### config.mk
export PLATFORM = sky130hd
export DESIGN_NAME = dmem_arbiter
export DESIGN_NICKNAME = d
export VERILOG_FILES = /design/src/rtl/dmem_arbiter.sv
export SDC_FILE = /design/constraint.sdc
export NUM_CORES = 1
export LEC_CHECK = 0
export CAP_MARGIN = 20
export CELL_PAD_IN_SITES_DETAIL_PLACEMENT = 1
export CELL_PAD_IN_SITES_GLOBAL_PLACEMENT = 2
export CORE_AREA = 2 2 165 167
export DETAILED_ROUTE_END_ITERATION = 7
export DIE_AREA = 0 0 167 169
export PLACE_DENSITY_LB_ADDON = 0.12
export SYNTH_ARGS = -nofsm -noshare
export SYNTH_HDL_FRONTEND = slang
export SYNTH_SLANG_ARGS = --single-unit
### constraint.sdc
create_clock -name clk_i -period 1.55 [get_ports clk_i]
set_input_delay 0.31 -clock clk_i [delete_from_list [all_inputs] [get_ports clk_i]]
set_output_delay 0.31 -clock clk_i [all_outputs]
set_load 0.01 [all_outputs]
### src/rtl/dmem_arbiter.sv
// dmem_arbiter: two-port (C pipeline, X external) arbiter/sequencer in front of single-ported data_mem
// Ports: clk_i/reset_i (sync, active-high); c_* and x_* request bundles (req, we, width_src, addr, wdata),
//   x_lock_i keeps X ownership across beats; responses gnt/rvalid/rdata/err per port, c_stall_o to hazard unit;
//   mem_* drives data_mem combinationally, mem_rdata_i is its combinational read data.
// Optional: define DMEM_ARB_STARVE_GUARD_EN to force an X grant after MAX_WAIT denied cycles.
module dmem_arbiter #(
    parameter int WIDTH    = 32,
    parameter int MAX_WAIT = 8
) (
    input  logic             clk_i,
    input  logic             reset_i,
    input  logic             c_req_i,
    input  logic             c_we_i,
    input  logic [1:0]       c_width_src_i,
    input  logic [WIDTH-1:0] c_addr_i,
    input  logic [WIDTH-1:0] c_wdata_i,
    output logic             c_gnt_o,
    output logic             c_stall_o,
    output logic             c_rvalid_o,
    output logic [WIDTH-1:0] c_rdata_o,
    output logic             c_err_o,
    input  logic             x_req_i,
    input  logic             x_we_i,
    input  logic [1:0]       x_width_src_i,
    input  logic [WIDTH-1:0] x_addr_i,
    input  logic [WIDTH-1:0] x_wdata_i,
    input  logic             x_lock_i,
    output logic             x_gnt_o,
    output logic             x_rvalid_o,
    output logic [WIDTH-1:0] x_rdata_o,
    output logic             x_err_o,
    output logic             mem_we_o,
    output logic [1:0]       mem_width_src_o,
    output logic [WIDTH-1:0] mem_addr_o,
    output logic [WIDTH-1:0] mem_wdata_o,
    input  logic [WIDTH-1:0] mem_rdata_i
);
    typedef enum logic {S_IDLE, S_XLOCK} state_e;
    state_e state_q, state_d;
    logic c_gnt, x_gnt, force_x, fault, sel_we;
    logic [1:0] sel_w;
    logic [WIDTH-1:0] sel_a, sel_d;
    logic c_rvalid_q, c_err_q, x_rvalid_q, x_err_q;
    logic [WIDTH-1:0] c_rdata_q, x_rdata_q;
`ifdef DMEM_ARB_STARVE_GUARD_EN
    localparam int WW = $clog2(MAX_WAIT + 1);
    logic [WW-1:0] wait_q, wait_d;
    assign force_x = (state_q == S_IDLE) && x_req_i && (wait_q == WW'(MAX_WAIT));
    // saturating count of consecutive denied X cycles
    always_comb wait_d = (!x_req_i || x_gnt) ? '0 : (wait_q == WW'(MAX_WAIT)) ? wait_q : wait_q + 1'b1;
    always_ff @(posedge clk_i) wait_q <= reset_i ? '0 : wait_d;
`else
    logic unused_max_wait;
    assign force_x = 1'b0;
    assign unused_max_wait = ^MAX_WAIT;
`endif
    always_comb begin
        c_gnt   = 1'b0;
        x_gnt   = 1'b0;
        state_d = state_q;
        if (state_q == S_XLOCK) begin
            // the release cycle is still X-owned
            x_gnt = x_req_i;
            if (!x_lock_i || !x_req_i) state_d = S_IDLE;
        end else begin
            c_gnt = c_req_i & ~force_x;
            x_gnt = x_req_i & (~c_req_i | force_x);
            if (x_gnt && x_lock_i) state_d = S_XLOCK;
        end
    end
    assign sel_we = x_gnt ? x_we_i : c_gnt & c_we_i;
    assign sel_w  = x_gnt ? x_width_src_i : c_gnt ? c_width_src_i : 2'b00;
    assign sel_a  = x_gnt ? x_addr_i : c_gnt ? c_addr_i : '0;
    assign sel_d  = x_gnt ? x_wdata_i : c_gnt ? c_wdata_i : '0;
    // idle bus is all-zero, which decodes as an aligned word and never faults
    assign fault = (sel_w == 2'b11) | ((sel_w == 2'b10) & sel_a[0]) | ((sel_w == 2'b00) & (|sel_a[1:0]));
    assign mem_we_o        = sel_we & ~fault;
    assign mem_width_src_o = sel_w;
    assign mem_addr_o      = sel_a;
    assign mem_wdata_o     = sel_d;
    always_ff @(posedge clk_i) begin
        if (reset_i) begin
            state_q    <= S_IDLE;
            c_rvalid_q <= 1'b0;
            c_err_q    <= 1'b0;
            x_rvalid_q <= 1'b0;
            x_err_q    <= 1'b0;
            c_rdata_q  <= '0;
            x_rdata_q  <= '0;
        end else begin
            state_q    <= state_d;
            c_rvalid_q <= c_gnt & ~c_we_i & ~fault;
            c_err_q    <= c_gnt & fault;
            x_rvalid_q <= x_gnt & ~x_we_i & ~fault;
            x_err_q    <= x_gnt & fault;
            if (c_gnt & ~c_we_i & ~fault) c_rdata_q <= mem_rdata_i;
            if (x_gnt & ~x_we_i & ~fault) x_rdata_q <= mem_rdata_i;
        end
    end
    assign c_gnt_o    = c_gnt;
    assign x_gnt_o    = x_gnt;
    assign c_stall_o  = c_req_i & ~c_gnt;
    assign c_rvalid_o = c_rvalid_q;
    assign c_err_o    = c_err_q;
    assign c_rdata_o  = c_rdata_q;
    assign x_rvalid_o = x_rvalid_q;
    assign x_err_o    = x_err_q;
    assign x_rdata_o  = x_rdata_q;
endmodule
# Word level (Yosys, flattened, before mapping)
# Index checks and enable logic that the tools add are counted.
[op_classes] addsub=0 multipliers=0 div=0 magnitude_cmp=0 eq_ne=2 shift=0 muxes=12 bitwise=19 n_reduce_logical=6
[op_table] cell="two-way mux 32 bit" n=4
[op_table] cell="AND 1 bit" n=12
[op_table] cell="two-way mux 1 bit" n=6
[op_table] cell="inverter 1 bit" n=5
[op_table] cell="equality test 2 bit (second input constant)" n=2
[op_table] cell="two-way mux 2 bit" n=2
[op_table] cell="logical NOT 1 bit" n=2
[op_table] cell="logical NOT 2 bit" n=1
[op_table] cell="OR 1 bit" n=2
[op_table] cell="OR reduction 2 bit" n=1
[op_table] cell="logical AND 1 bit" n=1
[op_table] cell="logical OR 1 bit" n=1
[word_totals] register_bits=69 latchBits=0 ramBits=0 mem_bits_ro=0 input_bits=171 output_inout_bits=138 mem_count=0

# Longest topological paths before layout
# Gate-level depths: netlist (run 1).
[logic_depth] ltp_word=10 mapped_depth=9 ltp_nobuf=6

# Worst setup path before layout (run 1)
# Ideal clock, no wire load.
[synth_path] path_kind="register to output" from="reg state_q" to="out mem_wdata_o[22]" arrival_time_ps=1428 required_ps=1240 path_slack_ps=-188 path_stages_with_launch=8 path_cell_list="dfxtp_1 nand2b_1 buf_6 clkinv_4 clkbuf_1 clkbuf_1 nand2_1 nand2_1"
[synth_via] elab_chain_len=3 word_cells_on_any_way=4 cone_classes="mux: 4"
[synth_lines] element="start, declared" line_no="39" text="state_e state_q, state_d;"
[synth_lines] element="start signal, assigned" line_no="91" text="state_q <= state_d;"
[synth_lines] element="two-way mux 1 bit" line_no="61" text="if (state_q == S_XLOCK) begin"
[synth_lines] element="named net c_gnt_o" line_no="17" text="output logic c_gnt_o,"
[synth_lines] element="two-way mux 32 bit (2 in series)" line_no="74" text="assign sel_d = x_gnt ? x_wdata_i : c_gnt ? c_wdata_i : '0;"
[synth_lines] element="end, declared" line_no="35" text="output logic [WIDTH-1:0] mem_wdata_o,"
# The timed path passes the listed nets, and every way through them passes these cells.

# Worst setup path after layout (run 1)
[layout_path] from="reg state_q" to="reg x_rdata_q[19], in the netlist x_rdata_o[19]"
[layout_via] elab_chain_len=9 word_cells_on_any_way=17 cone_classes="eq/ne: 2; mux: 6; bitwise: 7; reduce/logical: 2"
[layout_lines] element="two-way mux 1 bit" line_no="61"
[layout_lines] element="two-way mux 2 bit (2 in series)" line_no="72" text="assign sel_w = x_gnt ? x_width_src_i : c_gnt ? c_width_src_i : 2'b00;"
[layout_lines] element="equality test 2 bit" line_no="76" text="assign fault = (sel_w == 2'b11) | ((sel_w == 2'b10) & sel_a[0]) | ((sel_w == 2'b00) & (|sel_a[1:0]));"
[layout_lines] element="AND 1 bit" line_no="76"
[layout_lines] element="OR 1 bit (2 in series)" line_no="76"
[layout_lines] element="inverter 1 bit" line_no="97" text="if (x_gnt & ~x_we_i & ~fault) x_rdata_q <= mem_rdata_i;"
[layout_lines] element="AND 1 bit (*)" line_no="97"
[layout_lines] element="end signal, assigned" line_no="97"
[layout_lines] element="end, declared" line_no="44" text="logic [WIDTH-1:0] c_rdata_q, x_rdata_q;"
# Every way passes the cells marked *; elsewhere a longest branch is shown, timed or not.
# A chain may end at the register's enable or synchronous reset.

==> flow_summary_export.csv, run 1 <==
group,metric,value,unit
sta,drv_slew,0,
drt,antenna_left,0,
floorplan,coreArea,26500,µm²
sta,worst_pin_slew,0.2864,ns
synthesis,synth_cells,492,
drt,route.detailed.drc,0,
pwr,powerDensity,664.1,nW/µm²
sta,rsz0062_at_grt,"true",
floorplan,die-area,28220,µm²
sta,final.setup_skew,0.005192,ns
floorplan,io_pins,309,
finish,area_growth,130.4,%
critical_path,r2r_slack,-0.50,ns
floorplan,start_util,14.80,%
hold_path,hold_class,"flip-flop to flip-flop",
floorplan,row_count,60,
place,dp_hpwl,15.47,mm
place,port_buffers,308,
status,violations,"negative setup slack",
sta,max_slew_margin,80.91,%
critical_path,crit_slowest_cell,"dfxtp_2",
sta,timing.fmax,487.0,MHz
global_route,antenna_found_initial,1,
critical_path,critPathBufInv,5,
clock_tree,cts_htree_levels,3,
pwr,netSwitchingFraction,28.81,%
finish,num-fill-cells,3027,
synthesis,ys_warn_count,0,
pwr,clkPwrFrac,35.3,%
place,gp_congestion,0.7709,
finish,fin_cells,1195,
sta,period_needed,2.053,ns
clock_tree,cts_sinks,69,
critical_path,path_cells,"nand2b_4 -> buf_6 -> a31oi_4 -> buf_12 -> buf_8 -> or2_4 -> a21boi_4 -> buf_6 -> buf_16 -> mux2i_1",
global_route,grt_usage,14.26,%
critical_path,end_kind,"flip-flop",
synthesis,netlist_area,3923,µm²
synthesis,ys_seq_elements,69,
floorplan,die_w,167,µm
sta,fin_crit_sh,132.5,%
drt,vias_per_cell,3.986,
clock_tree,clock_latency,0.34,ns
status,outcome,"finished, violations left",
critical_path,worstPathArrival,2.32,ns
critical_path,critPathKind,"flip-flop to flip-flop",
critical_path,worstPathMaxFanout,7,
sta,setup_viol,137,
synthesis,syn-num-nets,663,
critical_path,start_kind,"flip-flop",
critical_path,r2r_end,"x_rdata_o[19]$_SDFFE_PP0P_",
synthesis,ys_seq_area_share,35.22,%
pwr,switchingPower,1.729,mW
global_route,grt_max_degree,72,
hold_path,min_to,"x_rdata_o[23]$_SDFFE_PP0P_",
pwr,irDropWorstVdd,502.1,µV
drt,wire_per_inst,18.08,µm
clock_tree,cts_root_buffer,"clkbuf_16",
drt,drt_iter0_drc,151,
drt,first_pass_iters,4,
finish,fin_nets,1019,
place,placed_area,7676,µm²
clock_tree,numCtsBuffers,9,
pwr,total_leakage_power,5.014,nW
sta,fin_ws,-0.5034,ns
synthesis,yosysUniqueCellTypes,30,
global_route,grt_pass1_wl,31.04,mm
job,drv_cap,0,
clock_tree,clockBufferDepth,2,
critical_path,r2r_start,"state_q$_SDFF_PP0_",
finish,drive_above_1_share,31.65,%
sta,finalHoldViolCount,0,
drt,drt_wl_total,21.61,mm
pwr,power.internal,4.273,mW
drt,num_vias,4763,
pwr,combPwrFrac,33.5,%
critical_path,required,1.82,ns
floorplan,fp.dieH,169,µm
critical_path,cp_top_family,"buffers and inverters",
critical_path,reg2reg_depth,10,
hold_path,whs_path_depth,2,
critical_path,cp_common_cell,"buf_6",
place,dp.cells,1145,
synthesis,synth_area_per_cell,7.973,µm²
critical_path,critical_path.max_stage_delay,0.35,ns
clock_tree,cts.clk_slew.worst_paths,0.06,ns
clock_tree,cts_tree,"yes",
global_route,overflow,0,
pwr,pwr-share-seq,31.2,%
hold_path,holdCritStartpoint,"x_rdata_o[23]$_SDFFE_PP0P_",
finish,final_area,9039,µm²
global_route,grt_pass1_vias,5083,
==> cells by family after synthesis <==
kind of cell    share of synthesized area, %
compound gates                         3.732
buf+inv                                6.635
flops                                  35.22
simple gates                           38.09
mux                                    16.33
==> placed cells by master (no fill, tap or decap), types with 25 or more instances in the layout <==
cell type          n
mux2i_1           63
nand2_2           37
nand2_1           75
dlymetal6s2s_1    67
nand3_1           34
nand2b_1          96
clkdlybuf4s50_1  168
nand3_2           25
buf_2             39
dfxtp_1           68
buf_6             58
==> flip-flops by register name (all words and copies together), names as in the netlist <==
name	count
c_rdata_o	32
x_rdata_o	32
c_err_o	1
c_rvalid_o	1
state_q	1
x_err_o	1
x_rvalid_o	1
==> cells in the mapped netlist, drive strengths merged <==
cell / n / area (µm²)
o211ai: 1 / 12.51
o21ai: 3 / 37.53
clkinv: 1 / 8.760
nand2b: 97 / 606.8
dfxtp: 69 / 1381
a21boi: 2 / 18.77
nor2: 5 / 18.77
clkbuf: 24 / 90.09
and3b: 3 / 26.28
nor3b: 1 / 7.510
and2: 1 / 6.260
a21oi: 1 / 5.000
o211a: 1 / 17.52
mux2i: 64 / 640.6
nor3: 2 / 10.01
buf: 16 / 146.4
nand3b: 1 / 7.510
nor4: 1 / 6.260
nand2: 128 / 480.5
inv: 4 / 15.01
nand3: 63 / 315.3
a31oi: 3 / 55.05
or2: 1 / 8.760
==> worst max-delay path by stage <==
stage / from / to / depth (start not counted)
after detailed placement: c_req_i / mem_addr_o[13] / 7
after global routing: state_q$_SDFF_PP0_ / mem_we_o / 8
after floorplan: state_q$_SDFF_PP0_ / x_rdata_o[10]$_SDFFE_PP0P_ / 9
after CTS: state_q$_SDFF_PP0_ / x_rdata_o[5]$_SDFFE_PP0P_ / 9
final: state_q$_SDFF_PP0_ / x_rdata_o[19]$_SDFFE_PP0P_ / 10
after global placement: c_req_i / mem_addr_o[24] / 7
==> worst min-delay path, stage by stage (launching register included) <==
cell and delay [ns]:
dfxtp_1 0.31, nand2b_1 0.06, mux2i_1 0.06
==> per-layer routing <==
metal  routed length [µm]  up-vias  track usage [%]
li1                     -     2314                -
met1                 8842     2265            16.57
met2                11200      171            26.23
met3                 1366       13            3.624
met4                  194        0            3.261
met5                    0        -                0
==> power by group through the flow <==
stage / registers, mW / clock network, mW / logic [mW]
after floorplan: 1.94 / 0 / 0.592
after global placement: 1.91 / 0 / 1.72
after detailed placement: 1.92 / 0 / 1.74
after CTS: 1.88 / 2.21 / 1.89
after global routing: 1.88 / 2.28 / 2.15
final: 1.87 / 2.12 / 2.01
==> area by class of cell <==
type | count | area [µm²] | area share [%]
clock buffers | 10 | 229.0 | 2.533
inverters | 5 | 23.77 | 0.2630
clock inverters | 6 | 68.82 | 0.7614
repair buffers | 385 | 4138 | 45.78
multi-input cells | 378 | 2768 | 30.62
well taps | 341 | 426.7 | 4.720
diodes | 1 | 2.502 | 0.02769
flip-flops and latches | 69 | 1383 | 15.30
==> stage by stage <==
step                util (%)  setup slack [ns]  total power [mW]  TNS [ns]  hold WS [ns]
floorplan                  -           -0.1147             2.534    -5.968        0.3885
global placement       28.97            -1.008             3.634   -118.31        0.4593
detailed placement     28.97            -1.055             3.655   -124.36        0.4691
CTS                    31.83           -0.5479             5.973    -54.75        0.4769
global route           34.11           -0.5885             6.320    -62.12        0.4929
finish                 34.11           -0.5034             6.003    -50.42        0.4723
==> repair_timing <==
action	4_1_cts	5_1_grt
hold buffers	0	0
hold endpoints to repair	0	0
buffers inserted	24	12
gates resized for setup	352	214
pin swaps	20	46
cloned	7	5
endpoints found under the setup margin	188	205
Power figures use the tool's default switching activity.
==> run 2: changes to the inputs <==
--- a/config.mk
+++ b/config.mk
@@ -11,7 +11,8 @@
 export CORE_AREA = 2 2 165 167
 export DETAILED_ROUTE_END_ITERATION = 7
 export DIE_AREA = 0 0 167 169
-export PLACE_DENSITY_LB_ADDON = 0.12
+export PLACE_DENSITY = 0.86
+export SLEW_MARGIN = 20
 export SYNTH_ARGS = -nofsm -noshare
 export SYNTH_HDL_FRONTEND = slang
 export SYNTH_SLANG_ARGS = --single-unit
==> run 2 against run 1 <==
The run still ends with negative setup slack left. Clock-buffer cell count is the same. Die area stayed put. Power increased by 2.4%. Register-to-register slack barely moved. Sequential power hardly changed. First-iteration DRC count decreased by 4.0%. Hold slack got worse by 0.092 ns. Sequential share of layout area increased by 0.85 points. Global-route usage decreased by 0.98 points. Clock power grew 14%. Final area is 5.1% lower. Critical path depth fell by 3. Critical path type is now flip-flop to primary output. Critical endpoint is now mem_we_o. Largest cell class unchanged.
==> flow_summary_export.csv, run 2 (synthesized netlist as in run 1, its figures left out) <==
group,metric,value,unit
global_route,antenna_found_initial,0,
global_route,grt_usage,13.28,%
sta,period_needed,2.058,ns
clock_tree,ctsHoldBuffers,0,
global_route,overflow,0,
critical_path,cp_top_family,"compound AO/OA/AOI/OAI gates",
drt,wire_per_inst,17.00,µm
finish,drive_above_1_share,16.25,%
place,place_ws,-1.167,ns
critical_path,critPathBufInv,2,
drt,route.detailed.drc,0,
critical_path,crit_slowest_cell,"dfxtp_4",
global_route,grt_pass1_vias,5011,
critical_path,critical_path.max_stage_delay,0.35,ns
place,placed_area,7696,µm²
clock_tree,cts_tree,"yes",
pwr,finalPower,6.147,mW
finish,layout_common_cells,"clkdlybuf4s50_1 (180), nand2_1 (122), nand2b_1 (96), dlygate4sd2_1 (95), dfxtp_1 (68)",
global_route,grt_pass1_wl,28.88,mm
finish,final_area,8576,µm²
critical_path,path_cells,"nand2b_4 -> buf_6 -> a31oi_4 -> o211a_4 -> nor2_4 -> a21oi_2 -> buf_4",
finish,final_common_cell,"clkdlybuf4s50_1",
sta,rsz0062_at_grt,"true",
sta,fin_setup_tns,-55.38,ns
hold_path,hold_class,"input pin to flip-flop",
floorplan,coreArea,26500,µm²
place,gp_congestion,0.7607,
sta,setup_viol,137,
place,dp_hpwl,14.84,mm
floorplan,fp.dieH,169,µm
clock_tree,clock_latency,0.34,ns
pwr,netSwitchingFraction,26.11,%
critical_path,critPathKind,"flip-flop to primary output",
status,violations,"negative setup slack",
finish,fin_cells,1190,
finish,fin_nets,1015,
clock_tree,cts_htree_levels,3,
sta,finalHoldViolCount,0,
finish,diodes,0,
drt,num_vias,4755,
drt,first_pass_iters,4,
floorplan,die-area,28220,µm²
floorplan,io_pins,309,
finish,num-fill-cells,3092,
floorplan,start_util,14.80,%
pwr,total_leakage_power,4.207,nW
pwr,clkPwrFrac,39.4,%
finish,area_growth,118.6,%
clock_tree,cts_sinks,69,
pwr,power.internal,4.542,mW
pwr,irDropWorstVdd,550.9,µV
sta,drv_slew,0,
place,dp.cells,1146,
drt,vias_per_cell,3.996,
sta,final.setup_skew,0.009081,ns
sta,whs,0.3802,ns
global_route,grt_max_degree,39,
finish,multi_input_area,2430,µm²
sta,fin_crit_sh,132.8,%
critical_path,worstPathMaxFanout,6,
critical_path,end_kind,"primary output",
clock_tree,numCtsBuffers,9,
drt,drt_iter0_drc,145,
pwr,pwr-share-seq,30.5,%
critical_path,worstPathArrival,1.75,ns
pwr,switchingPower,1.605,mW
job,drv_cap,0,
place,port_buffers,308,
pwr,combPwrFrac,30.1,%
drt,drt_wl_total,20.24,mm
floorplan,row_count,60,
status,outcome,"finished, violations left",
sta,timing.fmax,485.9,MHz
clock_tree,clockBufferDepth,2,
sta,max_slew_margin,72.61,%
pwr,powerDensity,716.8,nW/µm²
finish,area.sequential,1385,µm²
floorplan,die_w,167,µm
finish,fin_util,32.36,%
clock_tree,cts.clk_slew.worst_paths,0.06,ns
clock_tree,cts_root_buffer,"clkbuf_16",
critical_path,required,1.24,ns
sta,worst_pin_slew,0.4108,ns
sta,fin_ws,-0.5079,ns
drt,antenna_left,0,
critical_path,start_kind,"flip-flop",
## run 2: changes by cell type in the layout (fill, tap and decap cells not counted), sizes merged, moves of 2 or more
cell           change
clkdlybuf4s50     +12
dlygate4sd2       +94
clkdlybuf4s15      +5
buf               -62
dlymetal6s2s      -53
bufinv             +2
## run 2: path summary, 6_finish.rpt
path | from | endpoint | slack [ns] | cells past startpoint
worst max-delay path | state_q$_SDFF_PP0_ | mem_we_o | -0.51 | 7
worst min-delay path | reset_i | x_rvalid_o$_SDFF_PP0_ | 0.38 | 2
worst max register to register | state_q$_SDFF_PP0_ | x_rdata_o[16]$_SDFFE_PP0P_ | -0.51 | 10
worst min register to register | c_rdata_o[27]$_SDFFE_PP0P_ | c_rdata_o[27]$_SDFFE_PP0P_ | 0.47 | 2
## run 2: repair_timing
item | CTS | global route
gates resized for setup | 199 | 34
setup buffers | 10 | 10
gates cloned | 7 | 4
setup endpoints to repair | 179 | 152
pin swaps | 11 | 6
## run 2: power groups by stage
stage	Combinational (mW)	Sequential (mW)	Clock, mW
finish	1.85	1.87	2.42
global route	1.99	1.88	2.55
detailed placement	1.74	1.91	0
floorplan	0.592	1.94	0
CTS	1.79	1.87	2.49
global placement	1.72	1.91	0
## run 2: worst reg2reg max path, cell delays in order, from the launching register on
cell	delay, ns
dfxtp_4	0.36
nand2b_4	0.18
buf_6	0.15
a31oi_4	0.11
buf_6	0.15
buf_6	0.11
or2_4	0.26
a21boi_4	0.16
buf_6	0.15
buf_12	0.13
mux2i_2	0.22
## run 2: final cells by class
cell class	count	share of cell area, %
clock buffers	10	2.787
flip-flops and latches	69	16.15
well taps	341	4.975
multi-input cells	378	28.33
inverters	5	0.2772
repair buffers	381	46.21
clock inverters	6	1.269
## run 2: routing by layer
metal | GRT usage, % | wire length (µm) | up-vias
li1 | - | - | 2316
met1 | 15.75 | 8671 | 2277
met2 | 23.98 | 10290 | 144
met3 | 3.250 | 1004 | 18
met4 | 3.336 | 270 | 0
met5 | 0 | 0 | -
